### src/rtl/rx_async_core.sv
// UART receive engine: 16x oversampled start/data/parity/stop framing with
// either a hold register (rxrdy/overflow) or a one-clk write strobe to an external FIFO.
module rx_async_core #(
    parameter bit RX_FIFO = 1'b0
) (
    input  logic       clk,
    input  logic       reset,
    input  logic       baud_clock,
    input  logic       rx,
    input  logic       bit8,
    input  logic       parity_en,
    input  logic       odd_n_even,
    input  logic       read_rx_byte,
    input  logic       clear_status,
    input  logic       fifo_full,
    output logic [7:0] rx_dout,
    output logic       rxrdy,
    output logic       parity_err,
    output logic       framing_err,
    output logic       overflow,
    output logic       fifo_write_rx
);

    typedef enum logic [2:0] {
        RX_IDLE,
        RX_START,
        RX_DATA,
        RX_PARITY,
        RX_STOP,
        RX_BREAK
    } rx_state_t;

    rx_state_t  state;
    logic       rx_m, rx_s;
    logic [3:0] samp_cnt;
    logic [2:0] bit_cnt;
    logic [7:0] shift;
    logic       data_xor;
    logic       par_err_next;
    logic       mid_bit;
    logic       last_bit;
    logic       frame_done;

    always_ff @(posedge clk or posedge reset) begin
        if (reset) begin
            rx_m <= 1'b1;
            rx_s <= 1'b1;
        end else begin
            rx_m <= rx;
            rx_s <= rx_m;
        end
    end

    assign mid_bit    = baud_clock && (samp_cnt == 4'hF);
    assign last_bit   = (bit_cnt == (bit8 ? 3'd7 : 3'd6));
    assign frame_done = (state == RX_STOP) && mid_bit;

    always_ff @(posedge clk or posedge reset) begin
        if (reset) begin
            state        <= RX_IDLE;
            samp_cnt     <= 4'd0;
            bit_cnt      <= 3'd0;
            shift        <= 8'h00;
            data_xor     <= 1'b0;
            par_err_next <= 1'b0;
        end else begin
            case (state)
                RX_IDLE: begin
                    samp_cnt <= 4'd0;
                    bit_cnt  <= 3'd0;
                    if (!rx_s)
                        state <= RX_START;
                end
                RX_START: begin
                    // Re-check the line half a bit in; a high here was a glitch.
                    if (baud_clock) begin
                        if (samp_cnt == 4'd7) begin
                            samp_cnt <= 4'd0;
                            if (rx_s) begin
                                state <= RX_IDLE;
                            end else begin
                                state        <= RX_DATA;
                                bit_cnt      <= 3'd0;
                                data_xor     <= 1'b0;
                                par_err_next <= 1'b0;
                            end
                        end else begin
                            samp_cnt <= samp_cnt + 4'd1;
                        end
                    end
                end
                RX_DATA: begin
                    if (baud_clock)
                        samp_cnt <= samp_cnt + 4'd1;
                    if (mid_bit) begin
                        // LSB first: each new bit enters at the top of the character.
                        if (bit8)
                            shift <= {rx_s, shift[7:1]};
                        else
                            shift <= {1'b0, rx_s, shift[6:1]};
                        data_xor <= data_xor ^ rx_s;
                        bit_cnt  <= bit_cnt + 3'd1;
                        if (last_bit)
                            state <= parity_en ? RX_PARITY : RX_STOP;
                    end
                end
                RX_PARITY: begin
                    if (baud_clock)
                        samp_cnt <= samp_cnt + 4'd1;
                    if (mid_bit) begin
                        par_err_next <= rx_s ^ odd_n_even ^ data_xor;
                        state        <= RX_STOP;
                    end
                end
                RX_STOP: begin
                    if (baud_clock)
                        samp_cnt <= samp_cnt + 4'd1;
                    if (mid_bit)
                        state <= rx_s ? RX_IDLE : RX_BREAK;
                end
                RX_BREAK: begin
                    samp_cnt <= 4'd0;
                    if (rx_s)
                        state <= RX_IDLE;
                end
                default: state <= RX_IDLE;
            endcase
        end
    end

    always_ff @(posedge clk or posedge reset) begin
        if (reset) begin
            rx_dout       <= 8'h00;
            rxrdy         <= 1'b0;
            parity_err    <= 1'b0;
            framing_err   <= 1'b0;
            overflow      <= 1'b0;
            fifo_write_rx <= 1'b1;
        end else begin
            fifo_write_rx <= 1'b1;
            if (clear_status)
                overflow <= 1'b0;
            if (!RX_FIFO && read_rx_byte)
                rxrdy <= 1'b0;
            // Later assignments win, so a completion overrides the read/clear above.
            if (frame_done) begin
                if (RX_FIFO) begin
                    framing_err <= ~rx_s;
                    parity_err  <= parity_en & par_err_next;
                    if (!fifo_full) begin
                        rx_dout       <= shift;
                        fifo_write_rx <= 1'b0;
                    end else begin
                        overflow <= 1'b1;
                    end
                end else if (!rxrdy || read_rx_byte) begin
                    framing_err <= ~rx_s;
                    parity_err  <= parity_en & par_err_next;
                    rx_dout     <= shift;
                    rxrdy       <= 1'b1;
                end else begin
                    overflow <= 1'b1;
                end
            end
        end
    end

endmodule

### config.mk
export PLATFORM = sky130hd
export DESIGN_NAME = rx_async_core
export DESIGN_NICKNAME = d
export VERILOG_FILES = /design/src/rtl/rx_async_core.sv
export SDC_FILE = /design/constraint.sdc
export NUM_CORES = 1
export LEC_CHECK = 0
export ABC_CLOCK_PERIOD_IN_PS = 4350
export BUFFER_PORTS_ARGS = -buffer_cell sky130_fd_sc_hd__buf_2
export CAP_MARGIN = 30
export CORE_ASPECT_RATIO = 0.6
export CORE_MARGIN = 2
export CORE_UTILIZATION = 39
export DETAILED_ROUTE_END_ITERATION = 16
export GPL_TIMING_DRIVEN = 0
export PLACE_DENSITY = 0.62
export SLEW_MARGIN = 20
export SYNTH_ARGS = -nofsm -noshare
export SYNTH_HDL_FRONTEND = slang
export SYNTH_SLANG_ARGS = --single-unit
### constraint.sdc
create_clock -name clk -period 4.35 [get_ports clk]
set_clock_uncertainty 0.1 [all_clocks]
set_input_delay 0.6525 -clock clk [delete_from_list [all_inputs] [get_ports clk]]
set_output_delay 0.6525 -clock clk [all_outputs]
set_load 0.01 [all_outputs]
==> Yosys cells after proc, flatten, opt, wreduce, memory -nomap -nowiden <==
Index checks and enable logic that the tools add are counted.
Widths: inputs -> output; s select.
{ "totals": {"reg_bits": 34, "latch_bits": 0, "ram_bits": 0, "rom_bits": 0, "inputBits": 10, "output_inout_bits": 13, "word_cells": 92, "n_memories": 0} }
{ "op_classes": {"n_addsub": 2, "n_mul": 0, "n_div": 0, "order_cmp": 0, "eq_ne": 18, "shift": 0, "mux": 36, "bitwise": 5, "n_reduce_logical": 18} }
{ "ops": {"columns": ["cell", "count"], "rows": [
  ["$mux 3", 14],
  ["$ne 2x2->1 const B", 9],
  ["$pmux 3 s6", 1],
  ["$reduce_and 5->1", 3],
  ["$mux 1", 12],
  ["$mux 4", 3],
  ["$pmux 4 s3", 1],
  ["$pmux 3 s3", 1],
  ["$mux 8", 1],
  ["$reduce_and 8->1", 1],
  ["$eq 3x2->1 const B", 2],
  ["$eq 3x3->1 const B", 2],
  ["$reduce_bool 3->1", 2],
  ["$add 4x1->4 const B", 1],
  ["$eq 4x3->1 const B", 1],
  ["$eq 4x4->1 const B", 1],
  ["$pmux 1 s2", 2],
  ["$reduce_and 2->1", 2],
  ["$reduce_bool 2->1", 2],
  ["$add 3x1->3 const B", 1],
  ["$eq 3x1->1 const B", 1],
  ["$eq 3x3->1", 1],
  ["$logic_not 3->1", 1],
  ["$reduce_and 3->1", 1],
  ["other kinds (10)", 13]
]} }

==> Logic depth before layout (Yosys ltp) <==
{ "logic_depth": {"depth_word": 5, "depth_mapped": 6, "depth_no_buf": 5} }

==> Worst setup path after synthesis <==
No wires, ideal clock.
{ "synth_path": {"path_type": "input to register", "from": "input port baud_clock", "to": "register rx_dout[0]", "setup_ns": 0.125, "t_arrival_ns": 1.456, "required_ns": 4.125, "slack_ns": 2.669, "path_stages": 4, "path_buffers": 1, "cell_sequence": "and4_4 > nand4_4 > buf_6 > mux2_4"} }
{ "synth_between": {"elab_chain_cells": 3} }
{ "synth_rtl": {"columns": ["element", "line", "text"], "rows": [
  ["start: declaration", "8", "input logic baud_clock,"],
  ["$logic_and 1x1->1", "54", "assign mid_bit = baud_clock && (samp_cnt == 4'hF);"],
  ["$logic_and 1x1->1", "56", "assign frame_done = (state == RX_STOP) && mid_bit;"],
  ["$reduce_and 2->1 (no line)", null, null],
  ["end signal: assignment", "151", "rx_dout <= shift;"],
  ["end signal: assignment", "159", "rx_dout <= shift;"],
  ["end: declaration", "16", "output logic [7:0] rx_dout,"]
]} }
No other way between the ends.
A chain may end at the register's enable or synchronous reset.

==> Worst setup path in the final report <==
{ "layout_path": {"from": "register samp_cnt[0]", "to": "register state[0]"} }
{ "layout_between": {"elab_chain_cells": 4, "word_cells_on_any_way": 8, "cone_classes": "eq/ne: 6; reduce/logical: 2"} }
{ "layout_rtl": {"columns": ["element", "line", "text"], "rows": [
  ["start: declaration", "35", "logic [3:0] samp_cnt;"],
  ["start signal: assignment", "88", "samp_cnt <= samp_cnt + 4'd1;"],
  ["start signal: assignment", "94", "samp_cnt <= samp_cnt + 4'd1;"],
  ["start signal: assignment", "109", "samp_cnt <= samp_cnt + 4'd1;"],
  ["$eq 4x4->1", "54", null],
  ["$logic_and 1x1->1", "54", null],
  ["$ne 2x2->1 (no line)", null, null],
  ["$reduce_and 8->1 (no line) (*)", null, null],
  ["end signal: assignment", "104", "state <= parity_en ? RX_PARITY : RX_STOP;"],
  ["end signal: assignment", "119", "state <= rx_s ? RX_IDLE : RX_BREAK;"],
  ["end: declaration", "33", "rx_state_t state;"]
]} }
Mark *: on every way between the ends. The rest lies on a longest branch, timed or not.

==> impl_metrics.py <==
metrics = {
    "run_status": {
        "status": "finished, final reports clean",
    },
    "floorplanning": {
        "core_mm2": 0.00452,
        "die_width_um": 92.1,
        "die_y_um": 56.9,
        "die_area_mm2": 0.00524,
        "ios": 23,
        "fp-row-count": 19,
        "initial_utilization": 0.402,
    },
    "timing": {
        "finalSetupTns_ps": 0,
        "finalCritPeriodShare": 0.467,
        "max_freq_mhz": 492,
        "fin_ws_ps": 2320,
        "slew_viol_final": 0,
        "setup_violations": 0,
        "hold_viol_final": 0,
        "rsz0062_at_grt": "false",
        "tightest_slew_ps": 731,
        "period_minus_slack_ps": 2030,
        "worst_hold_slack_ps": 256,
        "max-slew-margin-rel": 0.512,
    },
    "placement": {
        "place_area_mm2": 0.00200,
        "dp_hpwl_mm": 2.83,
        "port_buffers": 20,
        "place.gp.congestion": 0.866,
        "place_inst": 266,
        "post-place-ws_ps": 2290,
    },
    "yosys": {
        "yosysWarnings": 0,
        "synth_flop_cell": "dfrtp_1",
        "yosys.area_share.simple": 0.196,
        "synth_cell_type_count": 49,
        "yosysSeqAreaShare": 0.470,
        "synthArstFlopShare": 1.00,
        "yosys.area.top_type": "dfrtp_1",
        "synth_top_area_frac": 0.441,
        "synthCells": 183,
        "synthMuxAreaShare": 0.0840,
        "synth.area.top_cells": "dfrtp_1 (44%), nand2_1 (6.8%), mux2_4 (5.0%)",
        "yosys.area_share.adder": 0.0138,
        "synth.avg_cell_area_um2": 9.93,
        "synth-xor-area-share": 0.0145,
        "syn-num-nets": 195,
        "synth-seq-cells": 34,
        "syn_area_mm2": 0.00182,
        "synth_compound_gate_area_share": 0.169,
        "synth_top_family_by_area": "simple AND/OR/NAND/NOR gates",
        "synth_edf_count": 0,
    },
    "routing": {
        "vias_per_cell": 5.28,
        "routed_wl_mm": 3.93,
        "drc": 0,
        "wl_per_cell_um": 14.3,
        "drt-initial-drc-count": 81,
        "antenna_left": 0,
        "first_pass_iters": 4,
        "num_vias": 1446,
    },
    "min_path": {
        "min_path_type": "reg -> reg",
        "min_from": "rx_m$_DFF_PP1_",
        "hold_depth": 0,
        "worstHoldEndpoint": "rx_s$_DFF_PP1_",
    },
    "global_route": {
        "grt_pass1_vias": 1298,
        "grt_usage": 0.170,
        "grt_max_degree": 35,
        "grt_pass1_wl_mm": 6.80,
        "antenna_found_initial": 0,
        "grt_overflow": 0,
    },
    "finish": {
        "design_area_mm2": 0.00213,
        "utilization": 0.472,
        "syn_to_final_growth_pct": 17.4,
        "multi_input_area_um2": 872,
        "fin_nets": 222,
        "fin_cells": 274,
        "antennaDiodeCount": 0,
        "drive_gt1_frac": 0.265,
        "seq_area_um2": 853,
        "fillers": 448,
    },
    "setup_path": {
        "worstPathCellList": "ha_1 > nand4_2 > o211ai_1 > and2_1 > mux2i_1",
        "cp_slowest_cell": "o211ai_1",
        "cp.depth": 5,
        "critPathBufInv": 0,
        "worst-setup-path-type": "reg -> reg",
        "cp_max_fo": 7,
        "crit_path_end_kind": "flop",
        "reg2reg_slack_ps": 2320,
        "regToRegStartpoint": "samp_cnt[0]$_DFFE_PP0P_",
        "slowest_delay_ps": 400,
        "worstRegToRegCells": 5,
        "r2r_end": "state[0]$_DFFE_PP0P_",
        "crit_path_start_kind": "flop",
        "crit_family": "simple AND/OR/NAND/NOR gates",
        "crit_start": "samp_cnt[0]$_DFFE_PP0P_",
        "cp.arrival_ps": 2140,
        "cp.required_ps": 4460,
    },
    "power": {
        "p_int_mw": 0.749,
        "power.share.combinational": 0.376,
        "power_density_mw_per_mm2": 549,
        "clock_power_share": 0.299,
        "irDropWorstVdd_mv": 0.203,
        "p_switching_mw": 0.422,
        "power.total_mw": 1.17,
        "leakagePower_nw": 1.06,
        "p_seq_frac": 0.325,
        "swShare": 0.360,
    },
    "cts": {
        "h-tree-depth": 2,
        "worstSkewPairLatency_ps": 290,
        "holdBufCountCts": 0,
        "cts_root_buf": "clkbuf_8",
        "cts_buffers": 5,
        "clock-sinks": 34,
        "cts_setup_buffers": 0,
        "path_clk_slew_ps": 70,
        "clock_path_buffers": 2,
        "tritoncts": "built",
        "ctsResizeCount": 0,
    },
    "flow_run": {
        "drv_cap": 0,
    },
}
## registers in the layout (all words and copies together) (netlist names)
register and count:
rxrdy 1, shift 8, overflow 1, data_xor 1, rx_s 1, parity_err 1, bit_cnt 3, par_err_next 1
samp_cnt 4, framing_err 1, rx_m 1, rx_dout 8, state 3
## worst register-to-register path, stage by stage, from the launching register on
cell and delay [ps]:
dfrtp_1 390, ha_1 320, nand4_2 310, o211ai_1 400
and2_1 250, mux2i_1 190
## power by group through the flow
| stage | combinational [mW] | sequential (mW) | clock [mW] |
|---|---|---|---|
| 3_3_place_gp | 0.433 | 0.386 | 0 |
| 6_report | 0.440 | 0.381 | 0.350 |
| 4_1_cts | 0.435 | 0.380 | 0.359 |
| 5_1_grt | 0.494 | 0.386 | 0.377 |
| 3_5_place_dp | 0.432 | 0.386 | 0 |
| 2_1_floorplan | 0.343 | 0.377 | 0 |
## per-layer routing
layer	vias up	track usage	share of wire
met5	-	0	0
met4	0	0.0533	0.010
met3	5	0.0443	0.079
met2	51	0.200	0.37
met1	690	0.286	0.54
li1	700	-	-
## Yosys cell counts (all sizes together) (4+ instances only)
master and count:
a31oi 4, o211ai 4, nand2b 4, mux2i 4, nand2 33, buf 10, nand3 6, o21ai 11
dfrtp 32, nor2 7, inv 7, mux2 8, nor2b 5, a21oi 9
## placed cells by master, fill, tap and decap left out, drive strengths merged, types with 2 or more instances in the layout
| master | netlist | final |
|---|---|---|
| dfstp | 2 | 2 |
| o31ai | 3 | 3 |
| o21ai | 11 | 11 |
| nand2 | 33 | 33 |
| dfrtp | 32 | 32 |
| mux2 | 8 | 8 |
| nand3 | 6 | 6 |
| o211ai | 4 | 4 |
| and3b | 2 | 2 |
| ha | 2 | 2 |
| buf | 10 | 30 |
| nand2b | 4 | 4 |
| a21oi | 9 | 9 |
| nor2b | 5 | 5 |
| xor2 | 2 | 2 |
| inv | 7 | 7 |
| mux2i | 4 | 4 |
| a31oi | 4 | 4 |
| nor2 | 7 | 7 |
| o2bb2ai | 2 | 2 |
| clkbuf | 1 | 6 |
| bufinv | 0 | 2 |
| nand4 | 3 | 3 |
| o22ai | 3 | 3 |
## worst max-delay path by stage
stage | to | slack, ps
after global routing | state[0]$_DFFE_PP0P_ | 2200
final | state[0]$_DFFE_PP0P_ | 2320
after floorplan | rx_dout[0]$_DFFE_PP0P_ | 2670
after global placement | state[0]$_DFFE_PP0P_ | 2280
after CTS | state[0]$_DFFE_PP0P_ | 2370
after detailed placement | state[0]$_DFFE_PP0P_ | 2290
## layout make-up
type	instances	share of cell area
multi-input combinational	131	0.409
sequential	34	0.400
timing repair buffer	20	0.0469
tap	63	0.0370
clock buffer	5	0.0323
clock inverter	3	0.0323
buffer	11	0.0305
inverter	7	0.0123
## cells by family (layout without fill, tap and decap cells)
family                     count (synthesis)  count (layout)
DFF                                       34              34
other                                      1               1
adders and majority gates                  2               2
buffers and inverters                     18              46
AOI/OAI and AO/OA                         46              46
xor gates and xnor gates                   3               3
muxes                                     12              12
and+or+nand+nor                           67              67
(Power assumes the default switching activity.)
